## src/rtl/distance_occupancy_filter.sv

```systemverilog
// -----------------------------------------------------------------------------
// distance_occupancy_filter
//
// Purpose:
//   Conditions raw ultrasonic distance readings for the register interface.
//   Each rising edge of sample_valid delivers one reading. In-range readings
//   are averaged over a 4-entry moving window. A hysteresis/confirm FSM turns
//   the averaged distance into a car-present decision. A watchdog plus a
//   consecutive-bad-sample counter flag a broken sensor.
//
// Ports:
//   clk           in   1   system clock, rising edge
//   reset         in   1   asynchronous, active-high reset
//   sample_data   in  16   raw distance from the sensor FSM
//   sample_valid  in   1   data-valid; its rising edge marks a new sample
//   filt_data     out 16   average of the last 4 in-range readings (truncated)
//   filt_valid    out  1   one-cycle pulse when filt_data updates
//   car_present   out  1   occupancy decision
//   broken        out  1   sensor fault flag
//   status        out 16   {12'b0, window_full, broken, car_present,
//                           filt_valid_sticky}
//
// Timing: a sample accepted on edge E updates the running sum on E+1 and
// drives filt_data/filt_valid on E+2. car_present follows one cycle after
// the filt_valid pulse that decided it.
// -----------------------------------------------------------------------------
module distance_occupancy_filter #(
  parameter logic [15:0] MAX_RANGE      = 16'd4000,
  parameter logic [15:0] CAR_NEAR       = 16'd300,
  parameter logic [15:0] CAR_FAR        = 16'd400,
  parameter int          CONFIRM_N      = 4,
  parameter int          TIMEOUT_CYCLES = 5_000_000,
  parameter int          BAD_LIMIT      = 8
) (
  input  logic        clk,
  input  logic        reset,
  input  logic [15:0] sample_data,
  input  logic        sample_valid,
  output logic [15:0] filt_data,
  output logic        filt_valid,
  output logic        car_present,
  output logic        broken,
  output logic [15:0] status
);

  localparam int              DATA_W = 16;
  localparam int              SUM_W  = DATA_W + 2;
  localparam int              WD_W   = $clog2(TIMEOUT_CYCLES + 1);
  localparam logic [WD_W-1:0] WD_MAX = WD_W'(TIMEOUT_CYCLES);
  localparam logic [7:0]      BAD_MAX = 8'(BAD_LIMIT);
  localparam logic [3:0]      CONF    = 4'(CONFIRM_N);
  localparam logic [2:0]      FILL_FULL = 3'd4;

  localparam logic [1:0] S_EMPTY    = 2'd0;
  localparam logic [1:0] S_ARRIVING = 2'd1;
  localparam logic [1:0] S_OCCUPIED = 2'd2;
  localparam logic [1:0] S_LEAVING  = 2'd3;

  function automatic logic [WD_W-1:0] sat_inc_wd(input logic [WD_W-1:0] v);
    return (v == WD_MAX) ? v : v + WD_W'(1);
  endfunction

  function automatic logic [7:0] sat_inc_bad(input logic [7:0] v);
    return (v == BAD_MAX) ? v : v + 8'd1;
  endfunction

  function automatic logic [DATA_W-1:0] trunc_avg4(input logic [SUM_W-1:0] s);
    return s[SUM_W-1:2];
  endfunction

  // Control / health state
  logic              r_sv_prev;
  logic [WD_W-1:0]   r_wd;
  logic [7:0]        r_bad;
  logic              r_broken;

  // Stage p0: accepted sample
  logic [DATA_W-1:0] r_data_p0;
  logic              r_vld_p0;

  // Stage p1: window and running sum
  logic [DATA_W-1:0] r_win_p1 [4];
  logic [SUM_W-1:0]  r_sum_p1;
  logic [2:0]        r_fill_p1;
  logic              r_vld_p1;

  // Stage p2: filter outputs
  logic [DATA_W-1:0] r_filt_data_p2;
  logic              r_vld_p2;
  logic              r_sticky;

  // Occupancy FSM
  logic [1:0]        r_state;
  logic [3:0]        r_cnt;
  logic              r_car;

  logic              w_accept;
  logic              w_in_range;
  logic              w_acc_good;
  logic              w_acc_bad;
  logic [WD_W-1:0]   w_wd_next;
  logic [7:0]        w_bad_next;
  logic              w_broken_next;
  logic [SUM_W-1:0]  w_sum_next;
  logic              w_near;
  logic              w_far;
  logic [1:0]        w_state_next;
  logic [3:0]        w_cnt_next;
  logic [3:0]        w_cnt_inc;

  assign w_accept   = sample_valid & ~r_sv_prev;
  assign w_in_range = (sample_data != '0) && (sample_data <= MAX_RANGE);
  assign w_acc_good = w_accept & w_in_range;
  assign w_acc_bad  = w_accept & ~w_in_range;

  // An in-range accept clears the fault path outright, so it wins against a
  // watchdog expiring on the same edge.
  assign w_wd_next  = w_acc_good ? '0 : sat_inc_wd(r_wd);
  assign w_bad_next = w_acc_good ? '0 : (w_acc_bad ? sat_inc_bad(r_bad) : r_bad);
  assign w_broken_next = w_acc_good ? 1'b0 :
                         (r_broken | (w_wd_next == WD_MAX) | (w_bad_next == BAD_MAX));

  always_ff @(posedge clk or posedge reset) begin
    if (reset) begin
      r_sv_prev <= 1'b0;
      r_wd      <= '0;
      r_bad     <= '0;
      r_broken  <= 1'b0;
    end else begin
      r_sv_prev <= sample_valid;
      r_wd      <= w_wd_next;
      r_bad     <= w_bad_next;
      r_broken  <= w_broken_next;
    end
  end

  // ---- stage p0: capture accepted in-range sample (edge E) ----
  always_ff @(posedge clk or posedge reset) begin
    if (reset) begin
      r_data_p0 <= '0;
      r_vld_p0  <= 1'b0;
    end else begin
      r_vld_p0 <= w_acc_good;
      if (w_acc_good) begin
        r_data_p0 <= sample_data;
      end
    end
  end

  // Entries beyond the fill level are always zero (reset/flush clear them),
  // so subtracting the oldest slot is correct even while filling.
  assign w_sum_next = r_sum_p1 + SUM_W'(r_data_p0) - SUM_W'(r_win_p1[3]);

  // ---- stage p1: window shift and running sum (edge E+1) ----
  always_ff @(posedge clk or posedge reset) begin
    if (reset) begin
      for (int i = 0; i < 4; i++) begin
        r_win_p1[i] <= '0;
      end
      r_sum_p1  <= '0;
      r_fill_p1 <= '0;
      r_vld_p1  <= 1'b0;
    end else if (r_broken) begin
      for (int i = 0; i < 4; i++) begin
        r_win_p1[i] <= '0;
      end
      r_sum_p1  <= '0;
      r_fill_p1 <= '0;
      r_vld_p1  <= 1'b0;
    end else if (r_vld_p0) begin
      r_win_p1[0] <= r_data_p0;
      r_win_p1[1] <= r_win_p1[0];
      r_win_p1[2] <= r_win_p1[1];
      r_win_p1[3] <= r_win_p1[2];
      r_sum_p1    <= w_sum_next;
      r_fill_p1   <= (r_fill_p1 == FILL_FULL) ? FILL_FULL : r_fill_p1 + 3'd1;
      r_vld_p1    <= (r_fill_p1 >= 3'd3);
    end else begin
      r_vld_p1 <= 1'b0;
    end
  end

  // ---- stage p2: publish average (edge E+2) ----
  always_ff @(posedge clk or posedge reset) begin
    if (reset) begin
      r_filt_data_p2 <= '0;
      r_vld_p2       <= 1'b0;
      r_sticky       <= 1'b0;
    end else begin
      r_vld_p2 <= r_vld_p1 & ~r_broken;
      if (r_vld_p1 && !r_broken) begin
        r_filt_data_p2 <= trunc_avg4(r_sum_p1);
        r_sticky       <= 1'b1;
      end
    end
  end

  // ---- occupancy FSM: steps on each published average ----
  assign w_near    = (r_filt_data_p2 < CAR_NEAR);
  assign w_far     = (r_filt_data_p2 > CAR_FAR);
  assign w_cnt_inc = r_cnt + 4'd1;

  always_comb begin
    w_state_next = r_state;
    w_cnt_next   = r_cnt;
    if (r_vld_p2 && !r_broken) begin
      case (r_state)
        S_EMPTY: begin
          if (w_near) begin
            if (CONF == 4'd1) begin
              w_state_next = S_OCCUPIED;
              w_cnt_next   = 4'd0;
            end else begin
              w_state_next = S_ARRIVING;
              w_cnt_next   = 4'd1;
            end
          end
        end
        S_ARRIVING: begin
          if (w_near) begin
            if (w_cnt_inc == CONF) begin
              w_state_next = S_OCCUPIED;
              w_cnt_next   = 4'd0;
            end else begin
              w_cnt_next = w_cnt_inc;
            end
          end else begin
            w_state_next = S_EMPTY;
            w_cnt_next   = 4'd0;
          end
        end
        S_OCCUPIED: begin
          if (w_far) begin
            if (CONF == 4'd1) begin
              w_state_next = S_EMPTY;
              w_cnt_next   = 4'd0;
            end else begin
              w_state_next = S_LEAVING;
              w_cnt_next   = 4'd1;
            end
          end
        end
        default: begin
          if (w_far) begin
            if (w_cnt_inc == CONF) begin
              w_state_next = S_EMPTY;
              w_cnt_next   = 4'd0;
            end else begin
              w_cnt_next = w_cnt_inc;
            end
          end else begin
            w_state_next = S_OCCUPIED;
            w_cnt_next   = 4'd0;
          end
        end
      endcase
    end
  end

  always_ff @(posedge clk or posedge reset) begin
    if (reset) begin
      r_state <= S_EMPTY;
      r_cnt   <= 4'd0;
      r_car   <= 1'b0;
    end else begin
      r_state <= w_state_next;
      r_cnt   <= w_cnt_next;
      r_car   <= (w_state_next == S_OCCUPIED) || (w_state_next == S_LEAVING);
    end
  end

  assign filt_data   = r_filt_data_p2;
  assign filt_valid  = r_vld_p2;
  assign car_present = r_car;
  assign broken      = r_broken;
  assign status      = {12'b0, (r_fill_p1 == FILL_FULL), r_broken, r_car, r_sticky};

endmodule
```

## config.mk

```make
export PLATFORM = sky130hd
export DESIGN_NAME = distance_occupancy_filter
export DESIGN_NICKNAME = d
export VERILOG_FILES = /design/src/rtl/distance_occupancy_filter.sv
export SDC_FILE = /design/constraint.sdc
export NUM_CORES = 1
export LEC_CHECK = 0
export BUFFER_PORTS_ARGS = -buffer_cell sky130_fd_sc_hd__buf_4
export CAP_MARGIN = 20
export CORE_MARGIN = 4
export CORE_UTILIZATION = 45
export DETAILED_ROUTE_END_ITERATION = 16
export GPL_ROUTABILITY_DRIVEN = 0
export PLACE_DENSITY_LB_ADDON = 0.2
export SETUP_SLACK_MARGIN = 0.3
export SLEW_MARGIN = 10
export SYNTH_ARGS = -nofsm -noshare
export SYNTH_HDL_FRONTEND = slang
export SYNTH_SLANG_ARGS = --single-unit
```

## constraint.sdc

```tcl
create_clock -name clk -period 13.6 [get_ports clk]
set_clock_uncertainty 0.1 [all_clocks]
set_input_delay 2.04 -clock clk [delete_from_list [all_inputs] [get_ports clk]]
set_output_delay 2.04 -clock clk [all_outputs]
set_load 0.02 [all_outputs]
```

Word-level counts from Yosys, hierarchy flattened

Index checks and enable logic that the tools add are counted.

Register bits: 161
Input port bits: 19
Output and inout bits: 35
Logic and storage cells: 88

Add/sub/neg operators: 6
$lt $le $gt $ge: 4
Equal/unequal tests: 12
Multiplexer cells: 29
Bitwise logic cells: 9
Reduce and logical (&&, ||, !) cells: 9

Operators by type and width:

| kind                                                           | count |
|---|---|
| two-way mux 64 bit                                             | 2 |
| equality test 23 bit, second input constant                    | 2 |
| two-way mux 23 bit                                             | 2 |
| two-way mux 18 bit                                             | 2 |
| two-way mux 8 bit                                              | 3 |
| adder 23 x 1 -> 23 bit, second input constant                  | 1 |
| two-way mux 4 bit                                              | 5 |
| adder 18 x 16 -> 18 bit                                        | 1 |
| subtractor 18 x 16 -> 18 bit                                   | 1 |
| equality test 8 x 4 -> 1 bit, second input constant            | 2 |
| greater-than comparator 16 x 9 -> 1 bit, second input constant | 1 |
| <= comparator 16 x 12 -> 1 bit, second input constant          | 1 |
| less-than comparator 16 x 9 -> 1 bit, second input constant    | 1 |
| nonzero test 16 bit                                            | 1 |
| two-way mux 2 bit                                              | 7 |
| one-hot mux 4 bit (3 select lines)                             | 1 |
| two-way mux 3 bit                                              | 3 |
| adder 8 x 1 -> 8 bit, second input constant                    | 1 |
| equality test 2 bit, second input constant                     | 3 |
| one-hot mux 2 bit (3 select lines)                             | 1 |
| adder 4 x 1 -> 4 bit, second input constant                    | 1 |
| bitwise AND 1 bit                                              | 4 |
| equality test 4 x 3 -> 1 bit, second input constant            | 1 |
| inequality test 2 bit, second input constant                   | 2 |
| 13 further kinds                                               | 20 |

Depth between registers and ports, before layout

Gate-level depths: netlist (run 1).

Depth in word-level cells: 9
Depth in mapped cells: 14
Gate-level depth less buffers: 14

Worst setup path after synthesis (run 1)

OpenSTA, ideal clock, no wires.

Kind: input -> register
From: input sample_data[12]
To: register r_broken (netlist: broken)
Setup time: 80 ps
Arrival time: 3,529 ps
Data required time: 13,420 ps
Path slack: 9,890 ps
Stages on the path: 9
Path buffers: 0
Cells stage by stage: nor4_4 -> nand2_1 -> o21a_1 -> nand2_2 -> nor2b_1 -> o21ai_1 -> o31ai_1 -> or4_1 -> o211ai_2

Longest elaborated chain between the ends: 9
Elaborated cells between the ends (all ways): 14
Those cells by class: order compare: 1; eq/ne: 2; mux: 4; bitwise: 5; reduce/logical: 2

RTL lines:

| item                                                                  | RTL line | source |
|---|---|---|
| from (decl)                                                           | 37       | `input logic [15:0] sample_data,` |
| <= comparator 16 x 12 -> 1 bit or nonzero test 16 bit (tied branches) | 112      | `assign w_in_range = (sample_data != '0) && (sample_data <= MAX_RANGE);` |
| logical AND 1 bit (*)                                                 | 112      |  |
| NOT 1 bit                                                             | 114      | `assign w_acc_bad = w_accept & ~w_in_range;` |
| bitwise AND 1 bit                                                     | 114      |  |
| two-way mux 8 bit                                                     | 119      | `assign w_bad_next = w_acc_good ? '0 : (w_acc_bad ? sat_inc_bad(r_bad) : r_bad);` |
| two-way mux 8 bit (*)                                                 | 119      |  |
| net w_bad_next[7]                                                     | 102      | `logic [7:0] w_bad_next;` |
| equality test 8 x 4 -> 1 bit (*)                                      | 121      | `(r_broken \| (w_wd_next == WD_MAX) \| (w_bad_next == BAD_MAX));` |
| bitwise OR 1 bit (*)                                                  | 121      |  |
| two-way mux 1 bit (*)                                                 | 120      | `assign w_broken_next = w_acc_good ? 1'b0 :` |
| net w_broken_next                                                     | 103      | `logic w_broken_next;` |
| to (signal assigned)                                                  | 133      | `r_broken <= w_broken_next;` |
| to (decl)                                                             | 75       | `logic r_broken;` |

Mark *: on every way through the listed nets, which the timed path passes. The rest lies on a longest branch.
A chain may end at the register's enable or synchronous reset.

Final worst setup path (run 1)

From: input sample_data[0]
To: register r_broken (netlist: broken)

Elaborated cells between the ends (all ways): 14
Those cells by class: order compare: 1; eq/ne: 2; mux: 4; bitwise: 5; reduce/logical: 2

RTL lines:

| item                                                                  | RTL line | source |
|---|---|---|
| <= comparator 16 x 12 -> 1 bit or nonzero test 16 bit (tied branches) | 112      |  |
| logical AND 1 bit (*)                                                 | 112      |  |
| bitwise AND 1 bit (*)                                                 | 113      | `assign w_acc_good = w_accept & w_in_range;` |
| two-way mux 23 bit (*)                                                | 118      | `assign w_wd_next = w_acc_good ? '0 : sat_inc_wd(r_wd);` |
| net w_wd_next[16]                                                     | 101      | `logic [WD_W-1:0] w_wd_next;` |
| equality test 23 bit (*)                                              | 121      |  |
| bitwise OR 1 bit (*) (2 in series)                                    | 121      |  |
| two-way mux 1 bit (*)                                                 | 120      |  |
| net w_broken_next                                                     | 103      |  |

Marked as above.

==> flow_summary.yaml, run 1 <==
yosys:
  synth_seq_cells: 161
  yosysWarnings: 0
  async_flop_share: 1.00
  synth-main-ff-cell: "dfrtp_1"
  synth.area.top_cells: "dfrtp_1 47%, mux2i_1 8.4%, nor2_1 5.9%, ha_1 3.9%, fa_1 3.7%"
  netlist_instances: 863
  synth_area_leader_cell: "dfrtp_1"
  syn_area_mm2: 0.00860
  synthDistinctLibCells: 68
  synth_edf_count: 0
  yosys.area.top_type_share: 0.468
  syn_avg_cell_area_um2: 9.97
  ys_seq_area_frac: 0.468
power:
  switching_power_mw: 0.430
  comb_power_share: 0.231
  switching_share: 0.318
  seq_power_share: 0.414
  clock_power_share: 0.355
  power.density_mw_per_mm2: 140
  intPower_mw: 0.923
  ir_drop_mv: 0.0934
  p_leak_nw: 4.25
  p_total_mw: 1.35
worst_setup_path:
  cp.arrival_ps: 4390
  crit_buf_inv: 2
  slowest_stage: "and2_2"
  worstSetupStartpointType: "input pin"
  required_ps: 13850
  path_delay_family: "simple AND/OR/NAND/NOR gates"
  cp.depth: 10
  cp_cell_sequence: "buf_4, nor2_1, nand4_1, a21boi_1, and2_2, buf_4, nor2_1, nor4_1, nand4_1, o211ai_2"
  worst-setup-path-type: "input pin to register"
  worst-r2r-cell-count: 13
  critPathMaxFanout: 27
  worstSetupEndpointType: "register"
  slowest_delay_ps: 480
timing:
  drv_slew: 0
  hold_violations: 0
  period_share: 0.305
  finalSetupTns_ps: 0
  setup_viol: 0
  layout_min_cycle_time_ps: 4150
  rsz0062_at_grt: "no"
  max_freq_mhz: 241
  worst_slew_margin_rel: 0.288
  worst_slew_pin_slew_ps: 1070
outcome:
  status: "completed"
global_routing:
  grt_util_all_layers: 0.158
  grt_first_pass_wirelength_um: 27900
  grt_pass1_vias: 5643
  grt-ovfl-total: 0
  grt_start_max_net_pins: 112
  grt_antenna_before_repair: 0
place:
  numPortBuffers: 41
  hpwl_um: 11400
layout:
  drive_above_1_share: 0.131
  area_growth_pct: 12.5
  layout.nets: 954
  antenna_cells: 0
cts:
  ctsResizeCount: 0
  cts.clk_slew.worst_paths_ps: 70
  clk-insertion-delay-late_ps: 420
  clkSinkCount: 161
  postCtsSetupRepairBufs: 0
  cts_tree: "done"
  root_buffer: "clkbuf_16"
  cts_hold_buf: 0
  clock_path_buffers: 2
  cts_made_buffers: 17
  h-tree-depth: 4
drt:
  wirelength_um: 16400
  drtAntennaViolNets: 0
  vias_per_cell: 5.13
  num_vias: 5847
  wl_per_cell_um: 14.4
  drt_iter0_markers: 396
  firstDrtPassIters: 5
  drc: 0
floorplan:
  start_util: 0.458
  die_y_um: 146
  dieArea_mm2: 0.0214
  io_pins: 54
  dieWidth_um: 146
  core_mm2: 0.0188
  num_rows: 50
flow_run:
  max_cap_violations: 0
hold_path:
  hold_path_class: "register to register"
  hold_depth: 1
[cells in the mapped netlist, types with 9 or more instances]
library cell / number
buf_4: 15
clkbuf_1: 26
o21ai_0: 32
dfrtp_1: 161
nor3_1: 16
nand4_1: 11
fa_1: 16
ha_1: 27
mux2i_1: 72
mux2_2: 19
nand3_1: 23
nor2_1: 135
xnor2_1: 23
nand2_1: 48
xor2_1: 17
nor2b_1: 9
inv_1: 83
a21oi_1: 27
[worst register-to-register path, cell delays in order (launching register included)]
cell and delay, ps:
dfrtp_1 340, inv_1 90, fa_1 540, inv_1 40, ha_1 350, a21oi_1 230, o32ai_1 100, a21oi_1 280
a31oi_2 180, a31oi_1 420, o2111ai_1 170, o311ai_1 140, xnor2_1 160, nor2_1 50
[final cells by class]
type | instances | area, um^2
Timing Repair Buffer | 48 | 380
Multi-Input combinational cell | 580 | 4060
Clock inverter | 13 | 153
Tap cell | 234 | 293
Fill cell | 1704 | 9090
Inverter | 84 | 320
Clock buffer | 19 | 443
Sequential cell | 161 | 4030
[sequential cells by signal, indices dropped and copies added, names as in the netlist, 2 cells and up]
name,count
filt_data,16
r_bad,8
r_cnt,4
r_data_p0,16
r_fill_p1,3
r_state,2
r_sum_p1,18
r_wd,23
r_win_p1,64
[placed cells by master (no fill, tap or decap), types with 6 or more instances in the layout]
master     instances
nand3_1           23
nand4_1           11
xor2_1            17
buf_4             47
mux2i_1           72
ha_1              27
inv_1             82
nor3_1            16
conb_1            12
clkbuf_16         17
nand2b_1           7
nand2_1           48
fa_1              16
o21ai_0           32
mux2_2            19
nor2_1           135
a22o_1             6
xnor2_1           23
a211oi_1           7
a31oi_1            6
a21o_1             7
dfrtp_1          159
nor2b_1            9
a21oi_1           27
[final timing paths]
check	from	to	slack [ps]
max reg2reg	r_data_p0[5]	r_sum_p1[17]	10250
min	r_sticky	r_sticky	370
min reg2reg	r_sticky	r_sticky	370
max	sample_data[0]	broken	9450
max in group asynchronous	reset	r_vld_p0	10750
min in group asynchronous	reset	r_win_p1[49]	1540
[per-layer routing]
| metal | GRT usage | wire (um) | up-vias |
|---|---|---|---|
| met3 | 0.0310 | 531 | 13 |
| li1 | - | - | 2939 |
| met2 | 0.237 | 7280 | 99 |
| met1 | 0.234 | 8430 | 2796 |
| met5 | 0 | 0 | - |
| met4 | 0.0447 | 177 | 0 |
[power groups by stage]
stage               clock network (mW)  logic (mW)  registers, mW
floorplan                            0       0.261          0.550
global placement                     0       0.309          0.567
detailed placement                   0       0.313          0.568
CTS                              0.492       0.315          0.560
global route                     0.513       0.360          0.566
finish                           0.480       0.313          0.560
[kinds of logic (layout without fill, tap and decap cells)]
logic type      Yosys count  count (layout)  synth area share
compound gates          115             115            0.0865
xor+xnor                 40              40            0.0407
fa+ha+maj                43              43            0.0765
buf+inv                 133             164            0.0651
flops                   161             161             0.468
mux                      91              91             0.109
other cells               1              12          0.000436
simple gates            279             279             0.154
[through the flow]
step / utilization / hold slack, ps / cells / area (um^2) / setup WS [ps]
final: 0.516 / 368 / 1139 / 9680 / 9450
after global routing: 0.516 / 405 / 1139 / 9680 / 9220
after CTS: 0.514 / 371 / 1138 / 9650 / 9440
after detailed placement: 0.483 / 356 / 1106 / 9060 / 9020
after global placement: 0.483 / 355 / 1106 / 9060 / 9080
after floorplan: - / 341 / 874 / 8650 / 7110
Note: power is estimated with default switching activity, not from simulation.
==> inputs of run 2 (changes only) <==
- clock period: 13.6 -> 4.3 ns (I/O delays scaled with it)
==> run 2 against run 1 <==
  * Wire length is 1.5% lower
  * Highest routed layer unchanged
  * Cell area is 0.48% lower
  * Largest cell class unchanged
  * Critical path depth is 3 higher
  * Sequential power grew to 3.2 times the previous value
  * Critical endpoint is now r_sum_p1[14]
  * Register-to-register slack worse by 9200 ps
  * Combinational power grew to 3.1 times the previous value
  * Non-clock buffer count is 2 lower
  * Sequential share of layout area is 0.20 points higher
  * Power grew to 3.1 times the previous value
==> flow_summary.yaml, run 2 (synthesis results as in run 1) <==
outcome:
  status: "completed"
power:
  clock_power_share: 0.350
  p_total_mw: 4.22
  switching_share: 0.309
  comb_power_share: 0.230
  switching_power_mw: 1.31
  seq_power_share: 0.420
  intPower_mw: 2.92
  p_leak_nw: 4.22
  ir_drop_mv: 0.307
  power.density_mw_per_mm2: 438
floorplan:
  start_util: 0.458
  dieArea_mm2: 0.0214
  io_pins: 54
  die_y_um: 146
  dieWidth_um: 146
  num_rows: 50
  core_mm2: 0.0188
cts:
  cts_hold_buf: 0
  clkSinkCount: 161
  ctsResizeCount: 0
  cts_tree: "done"
  clk-insertion-delay-late_ps: 420
  clock_path_buffers: 2
  cts_made_buffers: 17
  root_buffer: "clkbuf_16"
  cts.clk_slew.worst_paths_ps: 60
  h-tree-depth: 4
  postCtsSetupRepairBufs: 0
worst_setup_path:
  worstSetupStartpointType: "register"
  worst-setup-path-type: "register to register"
  worstSetupEndpointType: "register"
  cp.arrival_ps: 3460
  critPathMaxFanout: 3
  required_ps: 4520
flow_run:
  max_cap_violations: 0
global_routing:
  grt_pass1_vias: 5815
  grt_util_all_layers: 0.160
  grt_start_max_net_pins: 162
  grt_antenna_before_repair: 0
  grt-ovfl-total: 0
  grt_first_pass_wirelength_um: 28300
layout:
  area_growth_pct: 12.0
  final_cell_mix: "159 x dfrtp_1, 135 x nor2_1, 82 x inv_1, 72 x mux2i_1, 48 x nand2_1"
  largest_reg_flops: 64
  layout.nets: 952
  antenna_cells: 0
  drive_above_1_share: 0.127
  top_regs: "r_win_p1 x64, r_wd x23, r_sum_p1 x18"
  layout_commonest_cell: "dfrtp_1"
  regMostFlops: "r_win_p1"
timing:
  setup_viol: 0
  hold_violations: 0
  worst_slew_pin_slew_ps: 922
  fin_ws_ps: 1060
  drv_slew: 0
  finalSetupTns_ps: 0
  period_share: 0.754
  rsz0062_at_grt: "no"
  layout_min_cycle_time_ps: 3240
  worst_slew_margin_rel: 0.385
  max_freq_mhz: 309
drt:
  drc: 0
  num_vias: 5780
  drtAntennaViolNets: 0
  vias_per_cell: 5.09
  drt_iter0_markers: 309
  wirelength_um: 16200
  firstDrtPassIters: 4
  wl_per_cell_um: 14.2
place:
  hpwl_um: 11100
  pre_cts_slack_ps: 1070
  numPortBuffers: 41
hold_path:
  hold_path_class: "input pin to register"
run 2: cell count changes in the layout (fill, tap and decap cells not counted), moves of 2 or more:
| cell | before | now |
|---|---|---|
| clkinv_4 | 4 | 2 |
| inv_6 | 4 | 0 |
| buf_4 | 47 | 45 |
| clkinv_2 | 1 | 4 |
run 2: critical path: stages (launching register included):
cell      delay, ps
dfrtp_1         340
inv_1            80
fa_1            530
inv_1            70
fa_1            460
a21oi_1         170
nor2b_1          70
a311o_1         400
o221ai_1        220
a21oi_1         140
nand2_1         110
o21ai_1          70
xor2_1          150
a22o_1          220
run 2: path summary, 6_finish.rpt:
check                        startpoint      endpoint  slack [ps]  cells after the start
max                        r_data_p0[1]  r_sum_p1[14]        1060                     13
min                        sample_valid     r_sv_prev         240                      1
max reg2reg                r_data_p0[1]  r_sum_p1[14]        1060                     13
min reg2reg                    r_sticky      r_sticky         360                      1
max in group asynchronous         reset      r_vld_p0        3000                      3
min in group asynchronous         reset  r_win_p1[32]         300                      3
run 2: metrics by stage:
stage               cells  cell area [um^2]  hold slack [ps]  utilization
floorplan             874              8650              341            -
global placement     1105              9060              356        0.483
detailed placement   1105              9060              358        0.483
CTS                  1136              9630              219        0.513
global route         1136              9630              222        0.513
finish               1136              9630              244        0.513
run 2: metal layers:
layer  global-route usage  wire length (um)
met5                    0                 0
met3               0.0366               481
met1                0.230              8370
met2                0.240              7090
met4               0.0527               230
run 2: final cells by class:
| cell class | count | area, um^2 |
|---|---|---|
| fill | 1761 | 9130 |
| multi-input combinational | 580 | 4060 |
| sequential | 161 | 4030 |
| clock buffer | 21 | 460 |
| timing repair buffer | 46 | 358 |
| inverter | 84 | 319 |
| tap | 234 | 293 |
| clock inverter | 10 | 113 |
run 2: power groups by stage:
stage	Combinational [mW]	Sequential [mW]	Clock (mW)
floorplan	0.826	1.74	0
global placement	0.959	1.80	0
detailed placement	0.969	1.80	0
CTS	0.977	1.77	1.52
global route	1.12	1.80	1.58
finish	0.970	1.77	1.48
==> inputs of run 3 (changes only) <==
- clock period: 4.3 -> 2.95 ns (I/O delays scaled with it)
==> run 3 against run 2 <==
  * The run now ends with negative hold slack, negative setup slack left
  * Fmax increased by 8.6%
  * Hold slack got worse by 250 ps
  * First-iteration DRC count decreased by 23%
  * Sequential share of layout area decreased by 2.3 points
  * Clock-buffer cell count decreased by 3
  * Die area unchanged
  * Clock power increased by 49%
  * Register-to-register slack got worse by 1100 ps
  * Via count increased by 5.0%
  * Cell count increased by 2.9%
  * Critical endpoint is now r_sum_p1[15]
  * Largest power group unchanged
==> flow_summary.yaml, run 3 (synthesis results as in run 1) <==
power:
  ir_drop_mv: 0.464
  power.density_mw_per_mm2: 654
  intPower_mw: 4.54
  p_total_mw: 6.67
  comb_power_share: 0.281
  clock_power_share: 0.331
  p_leak_nw: 4.44
  switching_power_mw: 2.13
  seq_power_share: 0.388
  switching_share: 0.319
timing:
  period_share: 1.01
  max_freq_mhz: 335
  fin_ws_ps: -34.7
  worst_slew_margin_rel: 0.595
  hold_violations: 2
  drv_slew: 0
  layout_min_cycle_time_ps: 2980
  worst_slew_pin_slew_ps: 606
  holdWs_ps: -2.18
  setup_viol: 1
  rsz0062_at_grt: "yes"
global_routing:
  grt_util_all_layers: 0.163
  grt_antenna_before_repair: 0
  busiest_layer: "met2"
  grt-ovfl-total: 0
  grt_start_max_net_pins: 53
  grt_first_pass_wirelength_um: 28800
  grt_pass1_vias: 5983
  gr-usage-met3: 0.0351
  met1_usage: 0.230
  gr-usage-met2: 0.259
layout:
  antenna_cells: 0
  fillCellCount: 1685
  layout_commonest_cell: "dfrtp_1"
  regMostFlops: "r_win_p1"
  area_growth_pct: 18.5
  top_regs: "r_win_p1 x64, r_wd x23, r_sum_p1 x18"
  final_cell_mix: "158 x dfrtp_1, 133 x nor2_1, 74 x inv_1, 72 x mux2i_1, 71 x buf_4"
  post-route-util: 0.543
  largest_reg_flops: 64
  layout.nets: 984
  drive_above_1_share: 0.205
worst_setup_path:
  path_delay_family: "compound AO/OA/AOI/OAI gates"
  critPathMaxFanout: 3
  worst-setup-path-type: "register to register"
  cp.depth: 14
  cp_cell_sequence: "inv_2, fa_1, inv_2, buf_12, ha_4, a211oi_4, nor2_2, a21oi_2, a31oi_4, a31oi_4, buf_4, o21bai_1, xor2_1, a22o_1"
  worstSetupEndpointType: "register"
  worstSetupStartpointType: "register"
  slowest_stage: "fa_1"
  worst-r2r-cell-count: 14
  slowest_delay_ps: 540
  critPathCapture: "r_sum_p1[15]"
  crit_path_start: "r_sum_p1[1]"
  crit_buf_inv: 4
  cp.arrival_ps: 3190
  regToRegEndpoint: "r_sum_p1[15]"
  timing.rr.start: "r_sum_p1[1]"
  rrSetupSlack_ps: -30
  required_ps: 3160
cts:
  cts_made_buffers: 17
  root_buffer: "clkbuf_16"
  clock_path_buffers: 2
  clkSinkCount: 161
  clk-insertion-delay-late_ps: 420
  cts.clk_slew.worst_paths_ps: 60
  h-tree-depth: 4
  cts_tree: "done"
  cts_hold_buf: 0
drt:
  drc: 0
  num_vias: 6071
  firstDrtPassIters: 4
  wirelength_um: 17000
  vias_per_cell: 5.19
  drtAntennaViolNets: 0
  wl_per_cell_um: 14.5
  drt_iter0_markers: 237
outcome:
  violations: "negative hold slack, negative setup slack"
  status: "complete, but fails checks"
floorplan:
  dieWidth_um: 146
  num_rows: 50
  dieArea_mm2: 0.0214
  start_util: 0.458
  io_pins: 54
  die_y_um: 146
  core_mm2: 0.0188
flow_run:
  max_cap_violations: 0
place:
  hpwl_um: 12000
  numPortBuffers: 41
hold_path:
  hold_path_class: "input pin to async pin"
run 3: changes by cell type in the layout (fill, tap and decap cells not counted), moves of 5 or more:
cell and change:
buf_4 +26, ha_1 -7, inv_1 -8, inv_6 +5, ha_4 +7, inv_2 +8, a21oi_2 +7, a21oi_1 -8
run 3: worst register-to-register path: cells and delay by family (launching register included):
family	cells	cell delay [ps]
AOI/OAI and AO/OA	6	1030
xor gates and xnor gates	1	150
adders and majority gates	2	790
buffers and inverters	4	370
DFF	1	360
and+or+nand+nor	1	70
run 3: worst min path at each step:
| stage | from | slack (ps) | cells past startpoint | end |
|---|---|---|---|---|
| global placement | r_sticky | 350 | 1 | r_sticky |
| global route | reset | 30 | 2 | r_wd[12] |
| floorplan | r_sticky | 340 | 1 | r_sticky |
| CTS | reset | 10 | 2 | r_wd[7] |
| finish | reset | -2 | 2 | r_wd[12] |
| detailed placement | r_sticky | 360 | 1 | r_sticky |
run 3: per-stage QoR:
stage | setup TNS [ps] | instances | hold slack [ps] | cell area (um^2) | worst slack [ps]
after floorplan | 0 | 874 | 341 | 8760 | 152
after global placement | 0 | 1126 | 353 | 9370 | 28.2
after detailed placement | -16.7 | 1126 | 360 | 9370 | -11.5
after CTS | 0 | 1161 | 12.7 | 10000 | 65.9
after global routing | -750 | 1169 | 27.3 | 10200 | -139
final | -34.7 | 1169 | -2.18 | 10200 | -34.7
run 3: per-layer routing:
metal / routed length [um] / up-vias
met3: 643 / 15
met2: 7860 / 109
met1: 8260 / 2958
li1: - / 2989
met5: 0 / -
met4: 197 / 0
run 3: layout make-up:
| class | count | area [um^2] | share of cell area |
|---|---|---|---|
| multi-input combinational | 580 | 4300 | 0.422 |
| sequential | 161 | 4040 | 0.396 |
| timing repair buffer | 78 | 656 | 0.0643 |
| clock buffer | 18 | 439 | 0.0431 |
| inverter | 84 | 319 | 0.0313 |
| tap | 234 | 293 | 0.0287 |
| clock inverter | 14 | 154 | 0.0151 |
run 3: repair_timing:
item | in CTS | in global routing
gates resized for setup | 6 | 30
buffers inserted | 3 | 8
cloned | 0 | 0
pin swaps | 8 | 9
endpoints found under the setup margin | 9 | 14
run 3: power by group through the flow:
stage	sequential, mW	clock [mW]	combinational [mW]
after floorplan	2.54	0	1.31
after global placement	2.62	0	1.57
after detailed placement	2.62	0	1.60
after CTS	2.58	2.27	1.68
after global routing	2.61	2.37	2.12
final	2.58	2.20	1.88
